File: src/rtl/int_sched_pkg.sv
// Shared types and helpers for the int_sched interrupt scheduler.
// Priority arithmetic is done modulo the configured source count.
package int_sched_pkg;

  localparam int NSRC_MAX = 7;
  localparam logic [2:0] SPUR_IDX = 3'd7;

  typedef enum logic [2:0] {
    IDLE   = 3'd0,
    ASSERT = 3'd1,
    INTA1  = 3'd2,
    GAP    = 3'd3,
    INTA2  = 3'd4
  } state_e;

  function automatic logic [2:0] wrap_add(logic [2:0] a, logic [2:0] b, int nsrc);
    int s;
    s = int'(a) + int'(b);
    if (s >= nsrc) s = s - nsrc;
    return 3'(s);
  endfunction

  function automatic logic [2:0] next_ptr(logic [2:0] n, int nsrc);
    return wrap_add(n, 3'd1, nsrc);
  endfunction

  // Distance from the priority pointer: 0 is the highest priority.
  function automatic logic [2:0] prio_rank(logic [2:0] idx, logic [2:0] ptr, int nsrc);
    int r;
    r = int'(idx) - int'(ptr);
    if (r < 0) r = r + nsrc;
    return 3'(r);
  endfunction

endpackage

File: src/rtl/int_sched_if.sv
// Request, register-write, acknowledge and vector signals of int_sched.
// The CPU/system side uses master, the scheduler uses slave.
interface int_sched_if #(parameter int NSRC = 4);

  logic [NSRC-1:0] REQ;
  logic [7:0]      WD;
  logic            MASKW;
  logic            MODEW;
  logic            INTAL;
  logic            ACK;
  logic            INTL;
  logic [7:0]      VEC;
  logic            VOE;
  logic [NSRC-1:0] PEND;
  logic [NSRC-1:0] INSV;

  modport master (
    output REQ, WD, MASKW, MODEW, INTAL, ACK,
    input  INTL, VEC, VOE, PEND, INSV
  );

  modport slave (
    input  REQ, WD, MASKW, MODEW, INTAL, ACK,
    output INTL, VEC, VOE, PEND, INSV
  );

endinterface

File: src/rtl/int_prio_enc.sv
// Rotating-priority encoder: finds the first set bit of vec scanning
// ptr, ptr+1, ... NSRC-1, 0, ... ptr-1.
module int_prio_enc
  import int_sched_pkg::*;
#(
  parameter int NSRC = 4
) (
  input  logic [NSRC-1:0] vec,
  input  logic [2:0]      ptr,
  output logic            valid,
  output logic [2:0]      idx
);

  logic [2*NSRC-1:0] dbl;
  logic [NSRC-1:0]   rot_vec;
  logic [2:0]        offset;

  // Bit k of rot_vec is source (ptr + k) mod NSRC.
  assign dbl     = {vec, vec} >> ptr;
  assign rot_vec = dbl[NSRC-1:0];

  always_comb begin
    valid  = 1'b0;
    offset = 3'd0;
    for (int k = NSRC - 1; k >= 0; k--) begin
      if (rot_vec[k]) begin
        valid  = 1'b1;
        offset = 3'(k);
      end
    end
  end

  assign idx = wrap_add(ptr, offset, NSRC);

endmodule

File: src/rtl/int_sched.sv
// Programmable interrupt scheduler: edge-latched requests, masking,
// fixed/rotating priority with nesting, and a two-pulse INTA vector handshake.
module int_sched
  import int_sched_pkg::*;
#(
  parameter int NSRC = 4
) (
  input logic        CLK,
  input logic        RESETL_0,
  int_sched_if.slave bus
);

  localparam logic [2:0]      ST_IDLE   = IDLE;
  localparam logic [2:0]      ST_ASSERT = ASSERT;
  localparam logic [2:0]      ST_INTA1  = INTA1;
  localparam logic [2:0]      ST_GAP    = GAP;
  localparam logic [2:0]      ST_INTA2  = INTA2;
  localparam logic [NSRC-1:0] ONE       = NSRC'(1);

  logic [NSRC-1:0] req_reg, pend_reg, mask_reg, insv_reg;
  logic            rotate_reg;
  logic [4:0]      base_reg;
  logic [2:0]      ptr_reg;
  logic [2:0]      state_reg, state_next;
  logic [2:0]      win_reg, win_next;
  logic            intal_reg, intl_reg, voe_reg;
  logic [7:0]      vec_reg;

  logic [NSRC-1:0] req_rise, elig, pend_clr, insv_set, insv_clr;
  logic            win_valid, insv_valid, eoi, vec_load;
  logic [2:0]      win_idx, insv_idx, insv_rank;
  logic            unused_wd;

  assign unused_wd = ^bus.WD;
  assign req_rise  = bus.REQ & ~req_reg;

  int_prio_enc #(.NSRC(NSRC)) u_win_enc (
    .vec   (elig),
    .ptr   (ptr_reg),
    .valid (win_valid),
    .idx   (win_idx)
  );

  int_prio_enc #(.NSRC(NSRC)) u_insv_enc (
    .vec   (insv_reg),
    .ptr   (ptr_reg),
    .valid (insv_valid),
    .idx   (insv_idx)
  );

  assign insv_rank = prio_rank(insv_idx, ptr_reg, NSRC);

  // Only strictly higher priority than the top in-service level may nest.
  for (genvar gi = 0; gi < NSRC; gi++) begin : g_elig
    logic [2:0] rank;
    assign rank     = prio_rank(3'(gi), ptr_reg, NSRC);
    assign elig[gi] = pend_reg[gi] & ~mask_reg[gi] & (~insv_valid | (rank < insv_rank));
  end

  assign eoi      = bus.ACK & insv_valid;
  assign insv_clr = eoi ? (ONE << insv_idx) : '0;

  // intal_reg is the single-register view of the pin, so levels per state act as edges.
  always_comb begin
    state_next = state_reg;
    win_next   = win_reg;
    pend_clr   = '0;
    insv_set   = '0;
    vec_load   = 1'b0;
    case (state_reg)
      ST_IDLE: begin
        if (win_valid) state_next = ST_ASSERT;
      end
      ST_ASSERT: begin
        if (!intal_reg) begin
          state_next = ST_INTA1;
          vec_load   = 1'b1;
          if (win_valid) begin
            win_next = win_idx;
            pend_clr = ONE << win_idx;
          end else begin
            win_next = SPUR_IDX;
          end
        end else if (!win_valid) begin
          state_next = ST_IDLE;
        end
      end
      ST_INTA1: begin
        if (intal_reg) state_next = ST_GAP;
      end
      ST_GAP: begin
        if (!intal_reg) begin
          state_next = ST_INTA2;
          if (win_reg != SPUR_IDX) insv_set = ONE << win_reg;
        end
      end
      ST_INTA2: begin
        if (intal_reg) state_next = ST_IDLE;
      end
      default: state_next = ST_IDLE;
    endcase
  end

  always_ff @(posedge CLK) begin
    if (!RESETL_0) begin
      req_reg    <= '0;
      pend_reg   <= '0;
      mask_reg   <= '1;
      insv_reg   <= '0;
      rotate_reg <= 1'b0;
      base_reg   <= '0;
      ptr_reg    <= '0;
      state_reg  <= ST_IDLE;
      win_reg    <= '0;
      intal_reg  <= 1'b1;
      intl_reg   <= 1'b1;
      voe_reg    <= 1'b0;
      vec_reg    <= '0;
    end else begin
      req_reg   <= bus.REQ;
      intal_reg <= bus.INTAL;
      pend_reg  <= (pend_reg & ~pend_clr) | req_rise;
      insv_reg  <= (insv_reg & ~insv_clr) | insv_set;
      if (bus.MASKW) mask_reg <= bus.WD[NSRC-1:0];
      if (bus.MODEW) begin
        rotate_reg <= bus.WD[0];
        base_reg   <= bus.WD[7:3];
      end
      if (!rotate_reg)
        ptr_reg <= '0;
      else if (eoi)
        ptr_reg <= next_ptr(insv_idx, NSRC);
      state_reg <= state_next;
      win_reg   <= win_next;
      intl_reg  <= !((state_next == ST_ASSERT) || (state_next == ST_INTA1));
      voe_reg   <= (state_next == ST_INTA2);
      if (vec_load) vec_reg <= {base_reg, win_next};
    end
  end

  assign bus.INTL = intl_reg;
  assign bus.VOE  = voe_reg;
  assign bus.VEC  = vec_reg;
  assign bus.PEND = pend_reg;
  assign bus.INSV = insv_reg;

endmodule
File: src/flat_wrapper.sv
// flat-port wrapper written by rule: the top's interface ports become plain ports
module int_sched_flat import int_sched_pkg::*;
#(
  parameter int NSRC = 4
)
  (CLK, RESETL_0, bus_REQ, bus_WD, bus_MASKW, bus_MODEW, bus_INTAL, bus_ACK, bus_INTL, bus_VEC, bus_VOE, bus_PEND, bus_INSV);
  int_sched_if #(.NSRC(NSRC)) bus_i ();
  input logic CLK;
  input logic RESETL_0;
  input wire logic [$bits(bus_i.REQ)-1:0] bus_REQ;
  input wire logic [$bits(bus_i.WD)-1:0] bus_WD;
  input wire logic [$bits(bus_i.MASKW)-1:0] bus_MASKW;
  input wire logic [$bits(bus_i.MODEW)-1:0] bus_MODEW;
  input wire logic [$bits(bus_i.INTAL)-1:0] bus_INTAL;
  input wire logic [$bits(bus_i.ACK)-1:0] bus_ACK;
  output wire logic [$bits(bus_i.INTL)-1:0] bus_INTL;
  output wire logic [$bits(bus_i.VEC)-1:0] bus_VEC;
  output wire logic [$bits(bus_i.VOE)-1:0] bus_VOE;
  output wire logic [$bits(bus_i.PEND)-1:0] bus_PEND;
  output wire logic [$bits(bus_i.INSV)-1:0] bus_INSV;
  assign bus_i.REQ = bus_REQ;
  assign bus_i.WD = bus_WD;
  assign bus_i.MASKW = bus_MASKW;
  assign bus_i.MODEW = bus_MODEW;
  assign bus_i.INTAL = bus_INTAL;
  assign bus_i.ACK = bus_ACK;
  assign bus_INTL = bus_i.INTL;
  assign bus_VEC = bus_i.VEC;
  assign bus_VOE = bus_i.VOE;
  assign bus_PEND = bus_i.PEND;
  assign bus_INSV = bus_i.INSV;
  int_sched #(.NSRC(NSRC)) u_core (.CLK(CLK), .RESETL_0(RESETL_0), .bus(bus_i));
endmodule
File: config.mk
export PLATFORM = sky130hd
export DESIGN_NAME = int_sched_flat
export DESIGN_NICKNAME = d
export VERILOG_FILES = /design/src/rtl/int_sched_pkg.sv /design/src/rtl/int_sched_if.sv /design/src/rtl/int_prio_enc.sv /design/src/rtl/int_sched.sv /design/src/flat_wrapper.sv
export SDC_FILE = /design/constraint.sdc
export NUM_CORES = 1
export LEC_CHECK = 0
export ABC_AREA = 1
export BUFFER_PORTS_ARGS = -buffer_cell sky130_fd_sc_hd__buf_2
export CORE_ASPECT_RATIO = 1.5
export CORE_MARGIN = 2
export CORE_UTILIZATION = 60
export DETAILED_ROUTE_END_ITERATION = 8
export GPL_TIMING_DRIVEN = 0
export PLACE_DENSITY = 0.83
export SLEW_MARGIN = 20
export SYNTH_ARGS = -nofsm -noshare
export SYNTH_HDL_FRONTEND = slang
export SYNTH_SLANG_ARGS = --single-unit
File: constraint.sdc
create_clock -name CLK -period 12.8 [get_ports CLK]
set_clock_uncertainty 0.15 [all_clocks]
set_input_delay 1.28 -clock CLK [delete_from_list [all_inputs] [get_ports CLK]]
set_output_delay 1.28 -clock CLK [all_outputs]
set_load 0.01 [all_outputs]
==> summary.md <==
| Metric | Value |
|---|---|
| DRC Markers | `0` |
| Fmax | `168 MHz` |
| Largest net degree at the start of global routing | `15` |
| Routed vias | `between 2,000 and 2,500` |
| Worst setup path class | `reg -> reg` |
| Most frequent cells in the layout | `nand2_1 (82), inv_1 (46), nor2_1 (44)` |
| Outcome | `finished clean` |
| Vias/cell | `between 5 and 6` |
| Avg Cell Area, Syn | `6.98 sq um` |
| Iter 0 DRT Violations | `between 70 and 80` |
| CTS sink count | `42` |
| Global route overflow | `0` |
| Crit path launch type | `flop` |
| Final Non-Filler Cells | `448` |
| H-tree levels | `2` |
| Final nets | `442` |
| First-pass detailed-route iteration total | `4` |
| Worst hold-check path type | `reg -> reg` |
| Critical Path AT | `5.98 ns` |
| Cell-internal power | `0.205 mW` |
| Tmin final | `roughly 6.0 ns` |
| Vias in the first global route | `2,249` |
| Cells after synthesis | `361` |
| Share of layout cells above drive strength 1 | `17.6%` |
| Met3 wire len | `169 microns` |
| Horiz. Die Dim | `56.9 microns` |
| Synth Area in Simple Gates | `34.6%` |
| Worst slew pin tran | `0.491 ns` |
| Unrepaired setup endpoints after global routing | `false` |
| Fin area | `around 0.0029 sq mm` |
| Gr usage total | `23.3%` |
| Worst setup EP type | `flop` |
| Post-CTS Resized | `0` |
| Post-synthesis mux area share | `0%` |
| Cts hold-fix bufs | `0` |
| Final wirelength | `5270 microns` |
| Synthesis-stage register bit count | `42` |
| PnR Total Power | `around 0.27 mW` |
| Final setup vio count | `0` |
| XOR/XNOR Fraction of Synth Area | `0%` |
| Die height | `approximately 83 microns` |
| I/O pins | `36` |
| CP max FO | `9` |
| Final worst slack | `a little under 7 ns` |
| Synth-to-layout area growth | `13.3%` |
| Filler Cell Count | `roughly 360` |
| Pleak | `1.42 nW` |
| Synth Warn # | `0` |
| Row cnt | `28` |
| Synthesized area | `roughly 0.0025 sq mm` |
| Post-synth cell types | `30` |
| CTS Buffer Depth | `2` |
| Final HPWL from detailed placement | `4200 microns` |
| Core Area | `0.00399 sq mm` |
| Max-slew headroom | `67.3%` |
| Synth Net Count | `401` |
| Placed inst area | `0.00275 sq mm` |
| Final core occ | `71.5%` |
| Pwr/cell area | `94.5 mW/mm^2` |
| Die area | `~0.0047 sq mm` |
| WL/cell | `11.8 microns` |
| Max layer used | `met4` |
| Clk pwr share | `37.3%` |
| CP max stage cell | `fa_1` |
| Combinational power share | `a little over a tenth` |
| Worst-Skew Late Latency | `0.29 ns` |
| Post-CTS setup buffers | `0` |
| Synth Area in Compound Gates | `10.6%` |
| Synth Area in Adders | `11.8%` |
| Worst-path clk slew | `about 0.070 ns` |
| Reg-to-reg critical path startpoint | `u_core.ptr_reg[1]$_SDFFE_PN0P_` |
| M1 WL | `approximately 2100 microns` |
| Start point of the critical path | `u_core.ptr_reg[1]$_SDFFE_PN0P_` |
| Root Driver | `clkbuf_8` |
| Switching pwr | `between 0.06 and 0.07 mW` |
| Port Buf Inserts | `34` |
| Final setup TNS | `0 ns` |
| Placed Cells | `440` |
| Sw Ratio | `24.0%` |
| Most common cell after layout, fill and taps aside | `nand2_1` |
| Dpl ws | `roughly 6.9 ns` |
| Routed wl met2 | `2860 microns` |
| Final count of hold timing violations | `0` |
| Initial Utilization | `63.1%` |
| CTS tree | `done` |
| TritonCTS Buffers | `5` |
| GPL Wtd Cong | `0.834` |
| Global-route wire length before repair | `9110 microns` |
| Antenna Cells | `0` |
| CP peak stage delay | `just under 0.6 ns` |
| Largest register FFs | `8` |
| Seq/Total Area, Yosys | `33.3%` |
| Hold wc startpoint | `u_core.req_reg[2]$_SDFF_PN0_` |
| Initial antenna violation count | `0` |
| Maxcap violations | `0` |
| Req. time, crit path | `about 13 ns` |
| Largest family of logic cells by synthesized area | `simple AND/OR/NAND/NOR gates` |
| Max-slew violations | `0` |
| WHS | `0.279 ns` |
| Final period util | `46.6%` |
| Final ANT Viol Nets | `0` |
| VDD IR-drop max | `about 0.13 mV` |
| Sequential power share | `around 52%` |
==> worst max-delay path: cells and delay by family (launching register included) <==
| family | cells | cell delay [ns] |
|---|---|---|
| and+or+nand+nor | 12 | 1.65 |
| adders and majority gates | 6 | 2.40 |
| DFF | 1 | 0.57 |
| buffers and inverters | 5 | 0.58 |
| AOI/OAI and AO/OA | 4 | 0.48 |
==> cell usage after synthesis <==
cell type	n	area, sq um
nand4_1	9	56.3
o22ai_1	4	25.0
clkbuf_1	5	18.8
a21oi_1	17	85.1
nand3_2	2	20.0
o21bai_1	1	7.51
a211oi_1	1	7.51
nand3_1	25	125
or2_2	2	12.5
nor2_1	44	165
nor3_1	8	40.0
nand2_4	3	33.8
clkinv_1	1	3.75
dfxtp_1	42	841
nand2_1	82	308
inv_2	2	7.51
a31oi_1	3	18.8
inv_1	46	173
a21oi_2	2	17.5
inv_4	1	6.26
o21ai_0	18	90.1
nand3b_1	2	15.0
fa_1	3	60.1
buf_6	3	33.8
o31ai_1	1	7.51
ha_1	19	238
nor2_2	3	18.8
nand2_2	9	56.3
a21o_1	1	7.51
nor2_4	2	22.5
==> final cells by class <==
type	count	area [sq um]	area share [%]
plain buffers	8	52.6	1.84
clock buffers	5	68.8	2.41
clock inverters	3	40.0	1.40
inverters	50	190	6.66
multi-input cells	261	1440	50.3
flip-flops and latches	42	841	29.4
well taps	45	56.3	1.97
repair buffers	34	170	5.96
==> cell families after synthesis <==
kind of cell	Yosys count
AO/OA/AOI/OAI	48
flip-flops	42
adder cells (fa/ha/maj)	22
AND/OR/NAND/NOR	191
buffers and inverters	58
==> path summary, 6_finish.rpt <==
kind                                        end  cells after the start  slack (ns)
setup reg to reg  u_core.bus.PEND[0]$_SDFF_PN0_                     27        6.84
hold / removal    u_core.bus.PEND[2]$_SDFF_PN0_                      1        0.28
setup / recovery  u_core.bus.PEND[0]$_SDFF_PN0_                     27        6.84
hold reg to reg   u_core.bus.PEND[2]$_SDFF_PN0_                      1        0.28
==> metal layers <==
metal  up-vias  global-route usage (%)
met5         -                       0
met4         0                    10.8
met3         9                    3.89
met2        42                    42.9
met1      1069                    24.9
li1       1242                       -
==> power by group through the flow <==
| stage | clock network, mW | logic, mW | registers [mW] |
|---|---|---|---|
| floorplan | 0 | 0.0181 | 0.144 |
| global placement | 0 | 0.0280 | 0.143 |
| detailed placement | 0 | 0.0287 | 0.144 |
| CTS | 0.103 | 0.0289 | 0.141 |
| global route | 0.108 | 0.0323 | 0.141 |
| finish | 0.101 | 0.0285 | 0.141 |
Power figures use the tool's default switching activity.
